<file path="src/rtl/chan_sel_cmp_pipe.sv">
// chan_sel_cmp_pipe: NCH-way channel select, threshold compare, 2-stage elastic pipe and saturating hit counter.
module chan_sel_cmp_pipe #(
    parameter int NCH = 4,
    parameter int W = 8,
    parameter int CNT_W = 8,
    localparam int SW = $clog2(NCH)
) (
    input  logic             clk,
    input  logic             rst,
    input  logic             in_valid,
    output logic             in_ready,
    input  logic [NCH*W-1:0] in_data,
    input  logic [SW-1:0]    in_sel,
    input  logic [W-1:0]     in_thr,
    input  logic             in_cin,
    input  logic [1:0]       in_mode,
    output logic             out_valid,
    input  logic             out_ready,
    output logic             out_hit,
    output logic [SW-1:0]    out_idx,
    output logic             out_err,
    output logic [CNT_W-1:0] hit_cnt,
    output logic             cnt_sat,
    input  logic             cnt_clr
);
    logic             s1_v_q, s1_cin_q, s1_err_q;
    logic [W-1:0]     s1_val_q, s1_thr_q;
    logic [1:0]       s1_mode_q;
    logic [SW-1:0]    s1_idx_q;
    logic             s2_v_q, hit_q, err_q;
    logic [SW-1:0]    idx_q;
    logic [CNT_W-1:0] cnt_q, cnt_d;
    logic             sat_q, sat_d;
    logic             adv1, adv2, take, sel_err, eq, hit_d, inc;
    logic [W-1:0]     sel_val;

    assign adv2     = ~s2_v_q | out_ready;
    assign adv1     = ~s1_v_q | adv2;
    assign in_ready = adv1;
    assign take     = in_valid & adv1;
    assign sel_err  = {1'b0, in_sel} >= (SW+1)'(NCH);

    // out-of-range selects match no channel, so the captured value is 0
    always_comb begin
        sel_val = '0;
        for (int c = 0; c < NCH; c++)
            if ({1'b0, in_sel} == (SW+1)'(c)) sel_val = in_data[c*W +: W];
    end

    always_ff @(posedge clk) begin
        if (rst) s1_v_q <= 1'b0;
        else if (adv1) s1_v_q <= in_valid;
        if (take) begin
            s1_val_q  <= sel_val;
            s1_thr_q  <= in_thr;
            s1_cin_q  <= in_cin;
            s1_mode_q <= in_mode;
            s1_idx_q  <= in_sel;
            s1_err_q  <= sel_err;
        end
    end

    assign eq    = s1_val_q == s1_thr_q;
    assign hit_d = ~s1_err_q & (s1_mode_q == 2'd0 ? (s1_val_q > s1_thr_q) | (eq & s1_cin_q) :
                                s1_mode_q == 2'd1 ? (s1_val_q < s1_thr_q) | (eq & s1_cin_q) :
                                s1_mode_q == 2'd2 ? eq : ~eq);

    always_ff @(posedge clk) begin
        if (rst) begin
            s2_v_q <= 1'b0;
            hit_q  <= 1'b0;
            idx_q  <= '0;
            err_q  <= 1'b0;
        end else if (adv2) begin
            s2_v_q <= s1_v_q;
            if (s1_v_q) begin
                hit_q <= hit_d;
                idx_q <= s1_idx_q;
                err_q <= s1_err_q;
            end
        end
    end

    assign inc   = s2_v_q & out_ready & hit_q;
    assign cnt_d = cnt_clr ? CNT_W'(inc) : cnt_q + CNT_W'(inc & ~sat_q);
    assign sat_d = &cnt_d;

    always_ff @(posedge clk) begin
        if (rst) begin
            cnt_q <= '0;
            sat_q <= 1'b0;
        end else begin
            cnt_q <= cnt_d;
            sat_q <= sat_d;
        end
    end

    assign out_valid = s2_v_q;
    assign out_hit   = hit_q;
    assign out_idx   = idx_q;
    assign out_err   = err_q;
    assign hit_cnt   = cnt_q;
    assign cnt_sat   = sat_q;
endmodule
</file>
<file path="config.mk">
export PLATFORM = sky130hd
export DESIGN_NAME = chan_sel_cmp_pipe
export DESIGN_NICKNAME = d
export VERILOG_FILES = /design/src/rtl/chan_sel_cmp_pipe.sv
export SDC_FILE = /design/constraint.sdc
export NUM_CORES = 1
export LEC_CHECK = 0
export BUFFER_PORTS_ARGS = -buffer_cell sky130_fd_sc_hd__buf_4
export CAP_MARGIN = 30
export CORE_ASPECT_RATIO = 1.4
export CORE_MARGIN = 1.5
export CORE_UTILIZATION = 30
export CTS_BUF_LIST = sky130_fd_sc_hd__clkbuf_8
export DETAILED_ROUTE_END_ITERATION = 10
export PLACE_DENSITY_LB_ADDON = 0.12
export RECOVER_POWER = 100
export SETUP_SLACK_MARGIN = 0.2
export SLEW_MARGIN = 20
export SYNTH_ARGS = -nofsm -noshare
export SYNTH_HDL_FRONTEND = slang
export SYNTH_SLANG_ARGS = --single-unit
</file>
<file path="constraint.sdc">
create_clock -name clk -period 4.9 [get_ports clk]
set_input_delay 0.98 -clock clk [delete_from_list [all_inputs] [get_ports clk]]
set_output_delay 0.98 -clock clk [all_outputs]
set_load 0.02 [all_outputs]
</file>
==> flow_summary.yaml <==
yosys:
  seq_area_frac_synth: 0.525
  ys_types: 37
  synthArstFlopShare: 0
  synthCells: 136
  ys.flop_type: "edfxtp_1"
  synth_xor_xnor_area_share: 0.0303
  synth_top_family_by_area: "simple AND/OR/NAND/NOR gates"
  synth_nets: 196
  yosysWarnings: 0
  synth_adder_area_share: 0.0721
  syn_area_per_cell_um2: 12.8
  muxShareOfSynthArea: 0.121
  netlist.top_cell.by_area: "edfxtp_1"
  netlist_area_mm2: 0.00174
  ys_top_cells_by_area: "edfxtp_1 36%, dfxtp_1 16%, mux4_2 10%, ha_1 7.2%, a21oi_1 2.6%"
  synth-edff-count: 21
  synth-seq-cells: 35
  yosys.area_share.simple: 0.138
  synth_compound_area_frac: 0.0692
  netlist.area_leader.share: 0.363
sta:
  slew_headroom: 0.112
  worst_pin_slew_ps: 1330
  fin_crit_ps: 2550
  slew_violations: 0
  fin_crit_sh: 0.520
  setup_viol: 0
  fmax_mhz: 392
  hold_violations: 0
  rsz0062_at_grt: "false"
  fin_skew_ps: 4.38
  setup_tns_ps: 0
clock_network:
  cts_buffers: 5
  cts_tree: "done"
  cts.sinks: 35
  hold_buffers: 0
  postCtsSetupBuffers: 0
  clock_latency_ps: 280
  cts-resized-gates: 0
  cts_root_buffer: "clkbuf_8"
  clk_pin_slew_worst_paths_ps: 70
  clockBufferDepth: 2
  htreeDepth: 2
route:
  drt-initial-drc-count: 26
  drc: 0
  drt-total-wl_mm: 3.42
  postRouteAntennaNets: 0
  wire_per_inst_um: 12.7
  vias: 1270
  vias_per_cell: 4.70
  dr.pass1.iters: 4
finish:
  mostFrequentLayoutCells: "35 x buf_4, 21 x edfxtp_1, 17 x clkbuf_1"
  drive_above_1_share: 0.322
  n_antenna_cell: 0
  num-nets-final: 261
  fin_util: 0.405
  stdcell_area_mm2: 0.00225
  layout_commonest_cell: "buf_4"
  n_fill_cell: 567
  syn2layout_area_growth_pct: 29.8
power:
  p_leak_nw: 0.914
  ir_drop_mv: 0.152
  powerDensity_mw_per_mm2: 271
  finalPower_mw: 0.610
place:
  placed_cell_area_mm2: 0.00226
  routabilityCongestion: 0.743
  dp_hpwl_mm: 2.80
  port_buffers: 63
floorplanning:
  coreArea_mm2: 0.00557
  die_y_um: 93.0
  start_util: 0.312
  rows: 32
  die_w_um: 67.3
  die_area_mm2: 0.00626
  pin_count: 65
run_status:
  status: "finished clean"
critical_path:
  cp-end-kind: "output pin"
  crit_type: "input pin to output pin"
  crit_required_ps: 3920
  crit_path_max_fanout: 4
  cp-start-kind: "input pin"
  crit_arrival_ps: 1570
global_routing:
  antenna_found_initial: 0
  grt_use_total: 0.118
  grt_max_degree: 22
  grt-ovfl-total: 0
  grt_pass1_wl_mm: 5.48
  grt_pass1_vias: 1310
job:
  cap_violations: 0
worst_hold_path:
  hold_class: "flop to flop"
==> state kept, by name (all words and copies together), names as in the netlist <==
signal,count
out_valid,1
out_idx,2
cnt_sat,1
s1_mode_q,2
out_hit,1
s1_val_q,8
s1_v_q,1
s1_idx_q,2
s1_thr_q,8
hit_cnt,8
s1_cin_q,1
==> kinds of logic after synthesis <==
logic type / count (synthesis)
AND/OR/NAND/NOR: 39
flip-flops: 35
AO/OA/AOI/OAI: 18
buffers and inverters: 16
multiplexers: 11
adder cells (fa/ha/maj): 10
XOR/XNOR: 6
other: 1
==> critical path: stages <==
cell and delay (ps):
clkbuf_1 100, nor2b_1 220, nand2_1 100, clkbuf_1 180
==> worst paths after layout <==
kind	startpoint	endpoint	slack, ps	cells past startpoint
min reg2reg	s1_idx_q[0]$_DFFE_PP_	out_idx[0]$_SDFFE_PP0P_	500	2
max	out_ready	in_ready	2350	4
min	s1_idx_q[0]$_DFFE_PP_	out_idx[0]$_SDFFE_PP0P_	500	2
max reg2reg	out_valid$_SDFFE_PP0P_	s1_thr_q[2]$_DFFE_PP_	2910	3
==> Yosys cell counts, drive strengths merged, types with 4 or more instances <==
master / number
a21oi: 9
buf: 5
dfxtp: 14
edfxtp: 21
ha: 10
inv: 11
mux4: 8
nand2: 5
nand3: 5
nand4: 4
nor2: 14
xor2: 4
==> final cells by class <==
| cell class | count | area (um^2) | area share |
|---|---|---|---|
| Tap cell | 68 | 85.1 | 0.0378 |
| Inverter | 11 | 41.3 | 0.0183 |
| Sequential cell | 35 | 911 | 0.404 |
| Clock inverter | 3 | 12.5 | 0.00556 |
| Timing Repair Buffer | 63 | 409 | 0.182 |
| Clock buffer | 5 | 68.8 | 0.0306 |
| Multi-Input combinational cell | 85 | 724 | 0.322 |
==> stage by stage <==
step	setup WS, ps	hold slack, ps	std cells
after global placement	2450	463	262
after CTS	2440	499	270
after global routing	2310	520	270
final	2350	497	270
after floorplan	2650	453	136
after detailed placement	2370	470	262
==> layer usage <==
metal,vias up,GRT usage,share of wire
li1,622,-,-
met1,594,0.113,0.36
met2,47,0.225,0.56
met3,7,0.0361,0.069
met4,0,0.0459,0.017
met5,-,0,0
==> power breakdown <==
part           switching (mW)  internal (mW)
Sequential            0.00593          0.329
Clock                  0.0974         0.0955
Combinational          0.0350         0.0472
Total                   0.138          0.472
(Power assumes the default switching activity.)
